===== config.mk =====
export PLATFORM = sky130hd
export DESIGN_NAME = fabric_store_pair
export DESIGN_NICKNAME = d
export VERILOG_FILES = /design/src/rtl/fabric_store_pair_pkg.sv /design/src/rtl/fabric_store_pair_fifo.sv /design/src/rtl/fabric_store_pair.sv
export SDC_FILE = /design/constraint.sdc
export NUM_CORES = 1
export LEC_CHECK = 0
export BUFFER_PORTS_ARGS = -buffer_cell sky130_fd_sc_hd__buf_2
export CAP_MARGIN = 20
export CORE_MARGIN = 2
export CORE_UTILIZATION = 50
export CTS_CLUSTER_DIAMETER = 60
export DETAILED_ROUTE_END_ITERATION = 10
export HOLD_SLACK_MARGIN = 0.15
export PLACE_DENSITY = 0.82
export SLEW_MARGIN = 15
export SYNTH_ARGS = -nofsm -noshare
export SYNTH_HDL_FRONTEND = slang
export SYNTH_SLANG_ARGS = --single-unit

===== constraint.sdc =====
create_clock -name clk -period 3.3 [get_ports clk]
set_input_delay 0.33 -clock clk [delete_from_list [all_inputs] [get_ports clk]]
set_output_delay 0.33 -clock clk [all_outputs]
set_load 0.01 [all_outputs]

===== src/rtl/fabric_store_pair_pkg.sv =====
// Shared error codes, types and elaboration helpers for fabric_store_pair.
// Optional feature macro used by the top: FABRIC_STORE_PAIR_BYPASS_EN.
package fabric_store_pair_pkg;

  typedef logic [15:0] err_code_t;

  // RT_MEMORY_STORE_DEADLOCK is the established fabric code; the mismatch code takes the next slot.
  localparam err_code_t RT_MEMORY_STORE_DEADLOCK     = 16'h0021;
  localparam err_code_t RT_MEMORY_STORE_TAG_MISMATCH = 16'h0022;

  localparam int unsigned WAIT_W = 16;

  function automatic logic is_pow2_ge2(input int unsigned v);
    return (v >= 2) && ((v & (v - 1)) == 0);
  endfunction

endpackage


===== src/rtl/fabric_store_pair_fifo.sv =====
// Small power-of-two FIFO with registered head; a push becomes visible at the head one cycle later.
module fabric_store_pair_fifo
  import fabric_store_pair_pkg::*;
#(
  parameter int WIDTH = 8,
  parameter int DEPTH = 4
) (
  input  logic             clk,
  input  logic             rst_n,
  input  logic             push_valid_i,
  output logic             push_ready_o,
  input  logic [WIDTH-1:0] push_data_i,
  output logic [WIDTH-1:0] head_o,
  output logic             empty_o,
  input  logic             pop_i
);

  localparam int PW = $clog2(DEPTH);
  localparam logic [PW:0] FULL_COUNT = (PW + 1)'(DEPTH);

  generate
    if (!is_pow2_ge2(DEPTH)) begin : g_bad_depth
      $fatal(1, "fabric_store_pair_fifo: DEPTH must be a power of two >= 2");
    end
  endgenerate

  logic [PW-1:0]    wr_ptr_q, rd_ptr_q;
  logic [PW:0]      count_q;
  logic [WIDTH-1:0] mem_q [DEPTH];
  logic             push_fire, pop_fire;

  // Readiness depends only on the stored count, so a pop never frees a slot in the same cycle.
  assign push_ready_o = (count_q < FULL_COUNT);
  assign empty_o      = (count_q == '0);
  assign head_o       = mem_q[rd_ptr_q];
  assign push_fire    = push_valid_i && push_ready_o;
  assign pop_fire     = pop_i && !empty_o;

  always_ff @(posedge clk or negedge rst_n) begin
    if (!rst_n) begin
      wr_ptr_q <= '0;
      rd_ptr_q <= '0;
      count_q  <= '0;
    end else begin
      if (push_fire) wr_ptr_q <= wr_ptr_q + PW'(1);
      if (pop_fire)  rd_ptr_q <= rd_ptr_q + PW'(1);
      count_q <= count_q + (PW + 1)'(push_fire) - (PW + 1)'(pop_fire);
    end
  end

  always_ff @(posedge clk) begin
    if (push_fire) mem_q[wr_ptr_q] <= push_data_i;
  end

endmodule


===== src/rtl/fabric_store_pair.sv =====
// Pairs independent store-address and store-data streams in arrival order for fabric_memory.
// Optional same-cycle pass-through when FABRIC_STORE_PAIR_BYPASS_EN is defined.
module fabric_store_pair
  import fabric_store_pair_pkg::*;
#(
  parameter int DATA_WIDTH = 32,
  parameter int ADDR_WIDTH = 6,
  parameter int TAG_WIDTH  = 0,
  parameter int DEPTH      = 4,
  parameter int TIMEOUT    = 65535,
  localparam int SAFE_TW   = (TAG_WIDTH > 0) ? TAG_WIDTH : 1
) (
  input  logic                            clk,
  input  logic                            rst_n,
  input  logic                            addr_valid,
  output logic                            addr_ready,
  input  logic [ADDR_WIDTH+TAG_WIDTH-1:0] addr_data,
  input  logic                            data_valid,
  output logic                            data_ready,
  input  logic [DATA_WIDTH+TAG_WIDTH-1:0] data_data,
  output logic                            out_valid,
  input  logic                            out_ready,
  output logic [ADDR_WIDTH-1:0]           out_addr,
  output logic [DATA_WIDTH-1:0]           out_data,
  output logic [SAFE_TW-1:0]              out_tag,
  output logic                            error_valid,
  output logic [15:0]                     error_code
);

  localparam int AFW = ADDR_WIDTH + TAG_WIDTH;
  localparam int DFW = DATA_WIDTH + TAG_WIDTH;
  localparam logic [WAIT_W-1:0] TIMEOUT_C = WAIT_W'(TIMEOUT);

  generate
    if (TIMEOUT < 1 || TIMEOUT > 65535) begin : g_bad_timeout
      $fatal(1, "fabric_store_pair: TIMEOUT must be within 1..65535");
    end
  endgenerate

  logic [AFW-1:0]     a_head;
  logic [DFW-1:0]     d_head;
  logic               a_empty, d_empty;
  logic               a_push_valid, d_push_valid;
  logic               pop;
  logic [SAFE_TW-1:0] a_tag, d_tag;
  logic               both_present, tag_eq, fifo_pair, mismatch;
  logic               waiting, deadlock;
  logic [WAIT_W-1:0]  wait_q, wait_d;
  logic               err_valid_q, err_valid_d;
  err_code_t          err_code_q, err_code_d;

  fabric_store_pair_fifo #(.WIDTH(AFW), .DEPTH(DEPTH)) u_addr_fifo (
    .clk          (clk),
    .rst_n        (rst_n),
    .push_valid_i (a_push_valid),
    .push_ready_o (addr_ready),
    .push_data_i  (addr_data),
    .head_o       (a_head),
    .empty_o      (a_empty),
    .pop_i        (pop)
  );

  fabric_store_pair_fifo #(.WIDTH(DFW), .DEPTH(DEPTH)) u_data_fifo (
    .clk          (clk),
    .rst_n        (rst_n),
    .push_valid_i (d_push_valid),
    .push_ready_o (data_ready),
    .push_data_i  (data_data),
    .head_o       (d_head),
    .empty_o      (d_empty),
    .pop_i        (pop)
  );

  generate
    if (TAG_WIDTH > 0) begin : g_tagged
      assign a_tag = a_head[AFW-1 -: SAFE_TW];
      assign d_tag = d_head[DFW-1 -: SAFE_TW];
    end else begin : g_untagged
      assign a_tag = '0;
      assign d_tag = '0;
    end
  endgenerate

  assign both_present = !a_empty && !d_empty;
  assign tag_eq       = (a_tag == d_tag);
  assign fifo_pair    = both_present && tag_eq;
  assign mismatch     = both_present && !tag_eq;
  assign pop          = fifo_pair && out_ready;

`ifdef FABRIC_STORE_PAIR_BYPASS_EN
  logic [SAFE_TW-1:0] in_a_tag, in_d_tag;
  logic               bypass;

  generate
    if (TAG_WIDTH > 0) begin : g_in_tagged
      assign in_a_tag = addr_data[AFW-1 -: SAFE_TW];
      assign in_d_tag = data_data[DFW-1 -: SAFE_TW];
    end else begin : g_in_untagged
      assign in_a_tag = '0;
      assign in_d_tag = '0;
    end
  endgenerate

  // Pass-through only from an empty pair of FIFOs; if not accepted, both beats queue normally.
  assign bypass       = a_empty && d_empty && addr_valid && data_valid && (in_a_tag == in_d_tag);
  assign out_valid    = fifo_pair || bypass;
  assign out_addr     = bypass ? addr_data[ADDR_WIDTH-1:0] : a_head[ADDR_WIDTH-1:0];
  assign out_data     = bypass ? data_data[DATA_WIDTH-1:0] : d_head[DATA_WIDTH-1:0];
  assign out_tag      = bypass ? in_a_tag : a_tag;
  assign a_push_valid = addr_valid && !(bypass && out_ready);
  assign d_push_valid = data_valid && !(bypass && out_ready);
`else
  assign out_valid    = fifo_pair;
  assign out_addr     = a_head[ADDR_WIDTH-1:0];
  assign out_data     = d_head[DATA_WIDTH-1:0];
  assign out_tag      = a_tag;
  assign a_push_valid = addr_valid;
  assign d_push_valid = data_valid;
`endif

  assign waiting  = a_empty ^ d_empty;
  assign deadlock = (wait_q == TIMEOUT_C);

  always_comb begin
    wait_d = '0;
    if (waiting) begin
      wait_d = deadlock ? wait_q : wait_q + WAIT_W'(1);
    end
  end

  // First error wins and is held; a mismatch outranks a simultaneous deadlock.
  always_comb begin
    err_valid_d = err_valid_q;
    err_code_d  = err_code_q;
    if (!err_valid_q && (mismatch || deadlock)) begin
      err_valid_d = 1'b1;
      err_code_d  = mismatch ? RT_MEMORY_STORE_TAG_MISMATCH : RT_MEMORY_STORE_DEADLOCK;
    end
  end

  always_ff @(posedge clk or negedge rst_n) begin
    if (!rst_n) begin
      wait_q      <= '0;
      err_valid_q <= 1'b0;
      err_code_q  <= '0;
    end else begin
      wait_q      <= wait_d;
      err_valid_q <= err_valid_d;
      err_code_q  <= err_code_d;
    end
  end

  assign error_valid = err_valid_q;
  assign error_code  = err_code_q;

endmodule


# ---- After elaboration in Yosys (flattened, before gate mapping)
# Memories as Yosys holds them, arrays and structs flattened.
# Index checks and enable logic that the tools add are counted.
dict set report totals {
  reg_bits 32
  latchBits 0
  mem_bits_rw 152
  rom_bits 0
  inputBits 43
  out_inout_bits 59
  elab_cells 43
  mem_count 2
}
# memory words word_bits rd rd_ports_with_merged_regs wr line_no
set memory_table {}
lappend memory_table {u_data_fifo.mem_q 4 32 1 0 1 fabric_store_pair_fifo.sv:29} ;# logic [WIDTH-1:0] mem_q [DEPTH];
lappend memory_table {u_addr_fifo.mem_q 4 6 1 0 1 fabric_store_pair_fifo.sv:29}
dict set report classes {
  n_addsub 9
  n_mul 0
  n_div 0
  magnitude_cmp 2
  eq_ne 2
  shift 0
  muxes 6
  n_bitwise 1
  n_reduce_logical 12
}
# op count
set op_table {}
lappend op_table {{$mux 16} 2}
lappend op_table {{$add 16x1->16 const B} 1}
lappend op_table {{$eq 16x16->1 const B} 1}
lappend op_table {{$add 2x1->2 const B} 4}
lappend op_table {{$logic_and 1x1->1} 7}
lappend op_table {{$add 3x1->3} 2}
lappend op_table {{$logic_not 3->1} 2}
lappend op_table {{$lt 3x3->1 const B} 2}
lappend op_table {{$sub 3x1->3} 2}
lappend op_table {{$mux 1} 4}
lappend op_table {{$logic_not 1->1} 3}
lappend op_table {{$ne 2x2->1 const B} 1}
lappend op_table {{$xor 1x1->1} 1}

# ---- Logic depth before layout (Yosys ltp)
# Gate-level depths: netlist (run 1).
dict set report depth {
  word_depth 6
  ltp_mapped 9
  depth_no_buf 9
}

# ---- Hierarchy
# From an unflattened synthesis (run 1), not the netlist that was laid out.
dict set report unflattened {
  cells_unflattened 385
  hier_area_um2 7422.1
}
# mod instances cells_per_inst area_each_um2 seq_area_each_um2
set by_module_without_submodules {}
lappend by_module_without_submodules {{fabric_store_pair_fifo at u_data_fifo} 1 204 5077.4 4018.9}
lappend by_module_without_submodules {{fabric_store_pair_fifo at u_addr_fifo} 1 68 1296.2 895.9}
lappend by_module_without_submodules {fabric_store_pair 1 113 1048.5 425.4}

# ---- Worst setup path after synthesis (run 1)
# No wires, ideal clock.
dict set report synth_path {
  path_type {reg2reg}
  start {reg u_data_fifo.count_q[2]}
  end {reg u_data_fifo.count_q[2]}
  setup_time_ps 124
  t_arrival_ps 2308
  setup_slack_ps 868
  path_stages_with_launch 10
  cell_sequence {dfrtp_1 or3_1 ha_1 and3_1 ha_1 inv_1 ha_1 fa_1 xnor2_1 xnor2_1}
}
dict set report synth_between {
  elab_chain_cells 6
}
# item line_no
set synth_rtl {}
lappend synth_rtl {{start, declared} fabric_store_pair_fifo.sv:28} ;# logic [PW:0] count_q;
lappend synth_rtl {{start signal, assigned} fabric_store_pair_fifo.sv:47} ;# count_q <= count_q + (PW + 1)'(push_fire) - (PW + 1)'(pop_fire);
lappend synth_rtl {{$logic_not 3->1} fabric_store_pair_fifo.sv:34} ;# assign empty_o = (count_q == '0);
lappend synth_rtl {{$logic_not 1->1} fabric_store_pair.sv:84} ;# assign both_present = !a_empty && !d_empty;
lappend synth_rtl {{$logic_and 1x1->1} fabric_store_pair.sv:84}
lappend synth_rtl {{net out_valid} fabric_store_pair.sv:21} ;# output logic out_valid,
lappend synth_rtl {{$logic_and 1x1->1} fabric_store_pair.sv:88} ;# assign pop = fifo_pair && out_ready;
lappend synth_rtl {{$logic_and 1x1->1} fabric_store_pair_fifo.sv:37} ;# assign pop_fire = pop_i && !empty_o;
lappend synth_rtl {{net u_data_fifo.pop_fire} fabric_store_pair_fifo.sv:30} ;# logic push_fire, pop_fire;
lappend synth_rtl {{$sub 3x1->3} fabric_store_pair_fifo.sv:47}
# The timed path passes the listed nets, and every way through them passes these cells.
# A chain may end at the register's enable or synchronous reset.

# ---- Final worst setup path (run 1)
dict set report layout_path {
  start {reg u_data_fifo.count_q[2]}
  end {reg u_data_fifo.count_q[2]}
}
dict set report layout_between {
  elab_chain_cells 6
}
# item line_no
set layout_rtl {}
lappend layout_rtl {{$logic_not 3->1 (*)} fabric_store_pair_fifo.sv:34}
lappend layout_rtl {{$logic_not 1->1 (*)} {fabric_store_pair_fifo.sv:37, fabric_store_pair.sv:84}}
lappend layout_rtl {{$logic_and 1x1->1} fabric_store_pair.sv:84}
lappend layout_rtl {{$logic_and 1x1->1} fabric_store_pair.sv:88}
lappend layout_rtl {{$logic_and 1x1->1 (*)} fabric_store_pair_fifo.sv:37}
lappend layout_rtl {{net u_data_fifo.pop_fire} fabric_store_pair_fifo.sv:30}
lappend layout_rtl {{$sub 3x1->3 (*)} fabric_store_pair_fifo.sv:47}
# Mark *: on every way through the listed nets, which the timed path passes. The rest lies on a longest branch.

==> flow_summary.yaml, run 1 <==
status:
  status: "finished clean"
flow_run:
  maxCapViolCount: 0
placed_design:
  pre_cts_ws_ns: 0.755
  portBuffers: 86
  gp_congestion: 0.742
  dp_hpwl_mm: 7.98
timing:
  setup-tns-final_ns: 0
  worstMarginPinSlew_ns: 0.952
  finalClockSkew_ns: 0.0101
  holdWs_ns: 0.311
  period_share_pct: 77.3
  finalSetupViolCount: 0
  drv_slew: 0
  hold_violations: 0
  clock.fmax_mhz: 392
  rsz0062_at_grt: "no"
  fin_ws_ns: 0.748
  slew_headroom_pct: 36.6
  min_period_ns: 2.55
yosys:
  synth_edf_count: 152
  ys_ff_latch: 183
  syn_inst: 383
  yosys_most_used_dff: "edfxtp_1"
  ys_warn_count: 0
  synth_seq_area_share_pct: 72.5
  netlist_area_mm2: 0.00737
  synthArstFlopShare_pct: 16.9
  syn_area_per_cell_um2: 19.2
  ys_types: 49
layout:
  synthToLayoutAreaGrowth_pct: 20.5
  antenna_cells: 0
  drive_gt1_share_pct: 33.7
  final_util_pct: 61.3
  n_fill_cell: 1051
  final_net_count: 572
clock_network:
  clock-root-buffer: "clkbuf_16"
  cts-buffers-inserted: 17
  postCtsSetupBuffers: 0
  cts_buffer_depth: 2
  cts_tree: "done"
  h-tree-depth: 4
  clk_pin_slew_ns: 0.07
  clock-sinks: 183
  clock_latency_ns: 0.42
floorplan:
  row_count: 44
  core_mm2: 0.0145
  die_area_mm2: 0.0157
  start_util_pct: 50.9
  die_x_um: 125
  die_y_um: 125
  io_pins: 102
worst_setup_path:
  path_cells: "or3_1 > ha_1 > and3_1 > ha_1 > inv_1 > ha_1 > fa_1 > xnor2_1 > xnor2_1"
  cp.required_ns: 3.65
  cp_num_buf_inv: 1
  cp_slowest_cell: "dfrtp_1"
  critical_path_class: "register to register"
  max_stage_delay_ns: 0.40
  reg2reg_depth: 9
  cp_common_cell: "ha_1"
  cp.arrival_ns: 2.90
  crit_fanout: 3
  path_delay_family: "adder cells"
  endpoint_kind: "register"
  critPathLaunchType: "register"
  crit_cells: 9
grt:
  antenna_found_initial: 0
  grt_pass1_vias: 4031
  gr-total-overflow: 0
  grt_max_degree: 33
  grt_usage_pct: 17.4
  grt_pass1_wl_mm: 20.8
route:
  postRouteAntennaNets: 0
  first_pass_iters: 4
  vias_per_cell: 5.36
  wire_per_inst_um: 18.2
  drt_iter0_drc: 239
  drt_wl_total_mm: 12.9
  num_vias: 3806
  drc: 0
power:
  p_switching_mw: 2.07
  powerDensity_mw_per_mm2: 782
  ir_drop_v: 0.000606
  internal-power_mw: 4.88
  sw_frac_of_total_pct: 29.8
  clkPwrFrac_pct: 27.0
  pwr-share-seq_pct: 45.2
  comb_power_share_pct: 27.7
  leakagePower_nw: 3.30
  finalPower_mw: 6.95
min_path:
  whs_path_depth: 3
  min_path_type: "input port to register"
==> tightest hold or removal path, cell delays in order <==
cell,delay [ns]
buf_2,0.08
and3_1,0.20
xor2_1,0.08
==> metrics by stage <==
stage | cells | instance area, um2
floorplan | 397 | 7420
global placement | 639 | 7930
CTS | 710 | 8880
finish | 710 | 8880
global route | 710 | 8880
detailed placement | 639 | 7930
==> area by class of cell <==
| cell class | instances | area [um2] | area share (%) |
|---|---|---|---|
| clock inverters | 11 | 88.8 | 1.00 |
| inverters | 16 | 60.1 | 0.676 |
| clock buffers | 21 | 470 | 5.30 |
| well taps | 184 | 230 | 2.59 |
| repair buffers | 128 | 856 | 9.64 |
| multi-input cells | 167 | 1830 | 20.6 |
| flip-flops and latches | 183 | 5340 | 60.2 |
==> flip-flops by register name, indices dropped and copies added, names as in the netlist <==
name,cells
error_valid,1
u_addr_fifo.count_q,3
u_addr_fifo.mem_q,24
u_addr_fifo.rd_ptr_q,2
u_addr_fifo.wr_ptr_q,2
u_data_fifo.count_q,3
u_data_fifo.mem_q,128
u_data_fifo.rd_ptr_q,2
u_data_fifo.wr_ptr_q,2
wait_q,16
==> synthesized netlist by cell type (2+ instances only) <==
master / number / share of area, %
a21oi_1: 2 / 0.14
a21oi_2: 2 / 0.24
a31oi_1: 4 / 0.34
and2_1: 10 / 0.85
and3_1: 6 / 0.51
and4_1: 2 / 0.24
buf_2: 6 / 0.41
buf_4: 17 / 1.7
clkbuf_1: 6 / 0.31
dfrtp_1: 31 / 11
edfxtp_1: 152 / 62
fa_1: 2 / 0.54
ha_1: 14 / 2.4
inv_1: 15 / 0.76
mux2i_1: 3 / 0.41
mux4_2: 38 / 12
nand2_1: 8 / 0.41
nand2b_1: 2 / 0.17
nand3_1: 2 / 0.14
nand4_4: 2 / 0.58
nor2_1: 6 / 0.31
nor2b_1: 3 / 0.25
nor3_1: 4 / 0.27
o21ai_0: 3 / 0.20
o21ai_1: 4 / 0.27
or3_1: 4 / 0.34
or3_2: 2 / 0.20
xnor2_1: 8 / 0.95
xor2_1: 5 / 0.59
==> final timing paths <==
check,end,slack (ns),startpoint
max reg2reg,u_data_fifo.count_q[2],0.75,u_data_fifo.count_q[2]
min,u_addr_fifo.rd_ptr_q[0],0.31,out_ready
min in group asynchronous,u_addr_fifo.count_q[0],0.50,rst_n
min reg2reg,error_valid,0.52,error_valid
max in group asynchronous,u_data_fifo.rd_ptr_q[0],2.31,rst_n
max,u_data_fifo.count_q[2],0.75,u_data_fifo.count_q[2]
==> layer usage <==
layer / track usage [%] / vias up / share of wire, %
met5: 0 / - / 0
met4: 6.93 / 0 / 2.3
met3: 5.01 / 26 / 4.8
met2: 28.4 / 112 / 50
met1: 22.2 / 1943 / 43
li1: - / 1725 / -
==> power by group through the flow <==
stage / Sequential (mW) / Clock, mW / Combinational (mW)
floorplan: 3.02 / 0 / 1.42
global placement: 3.17 / 0 / 1.88
detailed placement: 3.20 / 0 / 1.93
CTS: 3.16 / 1.92 / 1.97
global route: 3.19 / 2.02 / 2.12
finish: 3.14 / 1.88 / 1.93
==> layout by cell type (no fill, tap or decap), types with 2 or more instances in the layout <==
cell           synthesis  routed
nand4_4                2       2
xnor2_1                8       8
xor2_1                 5       5
and4_1                 2       2
fa_1                   2       2
clkbuf_8               0       3
a21oi_2                2       2
buf_2                  6      86
conb_1                 1      15
edfxtp_1             152     152
or3_1                  4       4
a21oi_1                2       2
or3_2                  2       2
nand2_1                8       8
nand3_1                2       2
dfrtp_1               31      30
inv_1                 15      15
o21ai_1                4       4
a31oi_1                4       4
mux4_2                38      38
nor3_1                 4       4
nor2b_1                3       3
and2_2                 0       4
dlygate4sd3_1          0      39
and2_1                10       6
buf_4                 17       2
mux2i_1                3       3
clkbuf_16              0      17
inv_6                  0       2
and3_1                 6       6
o21ai_0                3       3
clkinvlp_4             0       4
nand2b_1               2       2
ha_1                  14      14
clkinv_4               0       3
nor2_1                 6       6
==> cell families after synthesis <==
group                      count (synthesis)  synth area share, %
muxes                                     41                 12.0
adders and majority gates                 16                 2.92
other                                      1               0.0509
buffers and inverters                     47                 3.46
DFF                                      183                 72.5
AOI/OAI and AO/OA                         21                 1.90
xor gates and xnor gates                  13                 1.55
and+or+nand+nor                           61                 5.64
==> timing repair <==
item / CTS / global route
hold endpoints to repair: 183 / 0
hold buffers: 39 / 0
resized for setup: 0 / 0
Power figures use the tool's default switching activity.
==> run 2: changes to the inputs <==
--- a/config.mk
+++ b/config.mk
@@ -12,7 +12,7 @@
 export CTS_CLUSTER_DIAMETER = 60
 export DETAILED_ROUTE_END_ITERATION = 10
 export HOLD_SLACK_MARGIN = 0.15
-export PLACE_DENSITY = 0.82
+export PLACE_DENSITY = 0.85
 export SLEW_MARGIN = 15
 export SYNTH_ARGS = -nofsm -noshare
 export SYNTH_HDL_FRONTEND = slang
==> constraint.sdc (replaced) <==
create_clock -name clk -period 2.2 [get_ports clk]
set_input_delay 0.22 -clock clk [delete_from_list [all_inputs] [get_ports clk]]
set_output_delay 0.22 -clock clk [all_outputs]
set_load 0.01 [all_outputs]
==> run 2 against run 1 <==
The run now ends with negative setup slack left. First-iteration DRC count grew 29%. Power grew 61%. Sequential cell count is the same. Maximum frequency grew 10%. Core utilization grew 2.6 points. Largest cell class unchanged. Highest routed layer unchanged.
==> flow_summary.yaml, run 2 (synthesized netlist as in run 1, its figures left out) <==
power:
  leakagePower_nw: 3.45
  p_switching_mw: 3.27
  sw_frac_of_total_pct: 29.2
  pwr-share-seq_pct: 41.1
  comb_power_share_pct: 32.1
  ir_drop_v: 0.000821
  clkPwrFrac_pct: 26.8
  powerDensity_mw_per_mm2: 1210
  internal-power_mw: 7.92
layout:
  mostFrequentLayoutCells: "edfxtp_1, buf_2, dlygate4sd3_1"
  antenna_cells: 0
  final_net_count: 594
  top_register: "u_data_fifo.mem_q"
  final_common_cell: "edfxtp_1"
  fin_area_mm2: 0.00926
  reg_top3: "u_data_fifo.mem_q (128), u_addr_fifo.mem_q (24), wait_q (16)"
  synthToLayoutAreaGrowth_pct: 25.6
  largest_register_ffs: 128
  drive_gt1_share_pct: 39.1
min_path:
  min_path_type: "input port to register"
  whs_path_depth: 4
timing:
  finalClockSkew_ns: 0.0133
  drv_slew: 0
  worstMarginPinSlew_ns: 0.700
  fin_ws_ns: -0.118
  min_period_ns: 2.32
  hold_violations: 0
  clock.fmax_mhz: 431
  period_share_pct: 105
  slew_headroom_pct: 53.3
  setup-tns-final_ns: -0.232
  finalSetupViolCount: 2
  rsz0062_at_grt: "yes"
grt:
  grt_pass1_wl_mm: 21.2
  grt_max_degree: 32
  grt_pass1_vias: 4136
  grt_usage_pct: 17.8
  gr-total-overflow: 0
  antenna_found_initial: 0
clock_network:
  cts-buffers-inserted: 17
  clk_pin_slew_ns: 0.07
  h-tree-depth: 4
  cts_tree: "done"
  clock-sinks: 183
  clock_latency_ns: 0.43
  clock-root-buffer: "clkbuf_16"
  cts_buffer_depth: 2
worst_setup_path:
  critical_path_class: "register to register"
  endpoint_kind: "register"
  cp.arrival_ns: 2.62
  critPathLaunchType: "register"
  crit_fanout: 3
  reg2reg_depth: 9
  cp.required_ns: 2.51
floorplan:
  row_count: 44
  start_util_pct: 50.9
  die_area_mm2: 0.0157
  core_mm2: 0.0145
  io_pins: 102
  die_y_um: 125
  die_x_um: 125
placed_design:
  gp_congestion: 0.814
  pre_cts_ws_ns: -0.172
  portBuffers: 86
  dp_hpwl_mm: 8.23
  place_area_mm2: 0.00813
route:
  met3_wirelength_um: 643
  maxUsedRoutingLayer: "met4"
  postRouteAntennaNets: 0
  first_pass_iters: 6
  wl_met2_mm: 6.89
  drt-met1-wl_mm: 5.49
  vias_per_cell: 5.23
  drc: 0
  drt_wl_total_mm: 13.1
  wire_per_inst_um: 17.9
  num_vias: 3825
  drt_iter0_drc: 308
status:
  status: "finished with violations"
  violations: "negative setup slack"
flow_run:
  maxCapViolCount: 0
-- run 2: worst paths after layout --
check / from / to / slack (ns)
max: u_addr_fifo.count_q[0] / u_addr_fifo.count_q[2] / -0.12
min: data_valid / u_data_fifo.wr_ptr_q[0] / 0.27
max in group asynchronous: rst_n / u_data_fifo.rd_ptr_q[0] / 1.28
min in group asynchronous: rst_n / u_addr_fifo.wr_ptr_q[0] / 0.39
min reg2reg: error_valid / error_valid / 0.51
max reg2reg: u_addr_fifo.count_q[0] / u_addr_fifo.count_q[2] / -0.12
-- run 2: per-layer routing --
metal,up-vias,global-route usage [%]
met2,102,30.8
met1,1944,21.3
met3,10,6.55
met5,-,0
li1,1769,-
met4,0,4.38
-- run 2: critical path: stages, from the launching register on --
cell     delay [ns]
dfrtp_1        0.39
or3_4          0.42
ha_4           0.18
and3_4         0.16
ha_4           0.26
inv_2          0.04
ha_4           0.15
fa_2           0.34
xnor2_2        0.14
xnor2_1        0.13
-- run 2: power groups by stage --
stage	Sequential (mW)	Combinational, mW	Clock [mW]
6_report	4.60	3.59	2.99
4_1_cts	4.66	3.51	3.04
3_5_place_dp	4.72	3.22	0
3_3_place_gp	4.67	3.13	0
2_1_floorplan	4.53	2.20	0
5_1_grt	4.65	3.94	3.21
-- run 2: area by class of cell --
type,instances,area [um2]
flip-flops and latches,183,5340
well taps,184,230
clock buffers,20,447
inverters,16,60.1
clock inverters,12,144
multi-input cells,167,1930
fillers,965,5220
repair buffers,150,1100
-- run 2: timing repair --
item / 4_1_cts / 5_1_grt
buffers inserted: 3 / 5
pin swaps: 13 / 10
hold buffers: 39 / 0
setup endpoints to repair: 28 / 17
resized for setup: 11 / 0
hold endpoints to repair: 183 / 0
-- run 2: per-stage QoR --
step	hold slack, ns	cells	power, mW	utilization, %
6_report	0.272	732	11.2	63.9
4_1_cts	0.259	727	11.2	63.6
2_1_floorplan	-0.0756	397	6.74	-
5_1_grt	0.288	732	11.8	63.9
3_3_place_gp	0.286	653	7.80	56.2
3_5_place_dp	0.310	653	7.94	56.2
==> run 3: changes to the inputs <==
--- a/config.mk
+++ b/config.mk
@@ -9,6 +9,7 @@
 export CAP_MARGIN = 20
 export CORE_MARGIN = 2
 export CORE_UTILIZATION = 50
+export CTS_BUF_LIST = sky130_fd_sc_hd__clkbuf_8
 export CTS_CLUSTER_DIAMETER = 60
 export DETAILED_ROUTE_END_ITERATION = 10
 export HOLD_SLACK_MARGIN = 0.15
==> run 3 against run 2 <==
The flow still finishes with violations (negative setup slack). Largest cell class unchanged. Register-to-register slack got worse by 0.03 ns. Cell count decreased by 0.41%. Sequential power about the same. Die area unchanged. Highest routed layer unchanged.
==> flow_summary.yaml, run 3 (synthesized netlist as in run 1, its figures left out) <==
status:
  status: "finished with violations"
  violations: "negative setup slack"
grt:
  antenna_found_initial: 0
  grt_pass1_wl_mm: 20.8
  grt_usage_pct: 17.3
  gr-total-overflow: 0
  grt_max_degree: 32
  grt_pass1_vias: 4115
layout:
  drive_gt1_share_pct: 38.7
  synthToLayoutAreaGrowth_pct: 22.7
  mostFrequentLayoutCells: "edfxtp_1, buf_2, dlygate4sd3_1"
  fin_area_mm2: 0.00904
  reg_top3: "u_data_fifo.mem_q (128), u_addr_fifo.mem_q (24), wait_q (16)"
  top_register: "u_data_fifo.mem_q"
  antenna_cells: 0
  final_common_cell: "edfxtp_1"
  largest_register_ffs: 128
  final_net_count: 591
  n_fill_cell: 974
route:
  vias_per_cell: 5.33
  postRouteAntennaNets: 0
  wire_per_inst_um: 17.8
  drc: 0
  num_vias: 3886
  drt_wl_total_mm: 13.0
  drt_iter0_drc: 296
  first_pass_iters: 4
power:
  pwr-share-seq_pct: 44.1
  internal-power_mw: 7.23
  sw_frac_of_total_pct: 30.6
  finalPower_mw: 10.4
  powerDensity_mw_per_mm2: 1150
  clkPwrFrac_pct: 21.4
  p_switching_mw: 3.19
  ir_drop_v: 0.00106
  leakagePower_nw: 3.36
  comb_power_share_pct: 34.5
worst_setup_path:
  cp.arrival_ns: 2.69
  reg2reg_depth: 9
  cp.required_ns: 2.54
  critPathLaunchType: "register"
  r2r-start: "u_addr_fifo.count_q[2]"
  regToRegSetupSlack_ns: -0.15
  endpoint_kind: "register"
  reg2reg_to: "u_data_fifo.count_q[2]"
  critical_path_class: "register to register"
  crit_fanout: 3
flow_run:
  maxCapViolCount: 0
min_path:
  whs_path_depth: 4
  min_from: "data_valid"
  holdPathEnd: "u_data_fifo.wr_ptr_q[0]"
  min_path_type: "input port to register"
timing:
  finalClockSkew_ns: 0.0122
  fin_ws_ns: -0.150
  rsz0062_at_grt: "yes"
  slew_headroom_pct: 53.7
  finalSetupViolCount: 2
  period_share_pct: 107
  clock.fmax_mhz: 426
  min_period_ns: 2.35
  holdWs_ns: 0.238
  worstMarginPinSlew_ns: 0.694
  drv_slew: 0
  hold_violations: 0
clock_network:
  cts_tree: "done"
  cts_buffer_depth: 2
  h-tree-depth: 4
  cts-buffers-inserted: 17
  clock-root-buffer: "clkbuf_8"
  clk_pin_slew_ns: 0.09
  clock_latency_ns: 0.46
  clock-sinks: 183
placed_design:
  gp_congestion: 0.814
  portBuffers: 86
  dp_hpwl_mm: 8.23
  place_area_mm2: 0.00813
floorplan:
  io_pins: 102
  start_util_pct: 50.9
  die_y_um: 125
  die_area_mm2: 0.0157
  die_x_um: 125
  row_count: 44
  core_mm2: 0.0145
-- run 3: cell type report --
type	count	area, um2	area share, %
Sequential cell	183	5340	59.1
Multi-Input combinational cell	167	1930	21.4
Timing Repair Buffer	147	1070	11.9
Clock buffer	18	248	2.74
Tap cell	184	230	2.55
Clock inverter	14	151	1.67
Inverter	16	60.1	0.664
-- run 3: repair_timing --
item                                    in CTS  in global routing
gates cloned                                 0                  0
resized for setup                           11                  0
endpoints found under the hold margin      183                  0
buffers inserted                             2                  3
endpoints found under the setup margin      28                  4
pin swaps                                   10                 10
hold buffers                                39                  0
-- run 3: how the worst max path moves through the flow --
stage | start | end | slack, ns | depth (start not counted)
after floorplan | u_data_fifo.count_q[1] | u_data_fifo.count_q[2] | -0.09 | 9
after global placement | u_addr_fifo.count_q[0] | u_addr_fifo.count_q[2] | -0.08 | 9
after detailed placement | u_data_fifo.count_q[0] | u_addr_fifo.count_q[2] | -0.17 | 9
after CTS | u_data_fifo.count_q[2] | u_data_fifo.count_q[2] | -0.17 | 9
after global routing | u_addr_fifo.count_q[2] | u_data_fifo.count_q[2] | -0.18 | 9
final | u_addr_fifo.count_q[2] | u_data_fifo.count_q[2] | -0.15 | 9
-- run 3: power groups by stage --
stage               Clock, mW  Sequential, mW  Combinational, mW
global route             2.42            4.65               3.91
floorplan                   0            4.53               2.20
global placement            0            4.67               3.13
detailed placement          0            4.72               3.22
finish                   2.23            4.59               3.59
CTS                      2.28            4.60               3.56
-- run 3: per-stage QoR --
stage               worst slack [ns]  cells  util, %  TNS (ns)
finish                        -0.150    729     62.4    -0.252
global route                  -0.179    729     62.4    -0.344
CTS                           -0.169    726     62.3    -0.306
detailed placement            -0.172    653     56.2    -0.360
global placement             -0.0826    653     56.2    -0.158
floorplan                    -0.0895    397        -    -0.179
-- run 3: critical path: stages, from the launching register on --
cell and delay (ns):
dfrtp_1 0.40, or3_4 0.41, ha_4 0.18, and3_4 0.16, ha_4 0.26, inv_2 0.04
ha_4 0.15, fa_2 0.37, xnor2_2 0.16, xnor2_1 0.12
-- run 3: routing by layer --
layer | vias up | wire, um | track usage (%)
li1 | 1754 | - | -
met1 | 1992 | 5370 | 21.2
met2 | 122 | 6770 | 29.9
met3 | 18 | 666 | 4.71
met4 | 0 | 207 | 6.41
met5 | - | 0 | 0
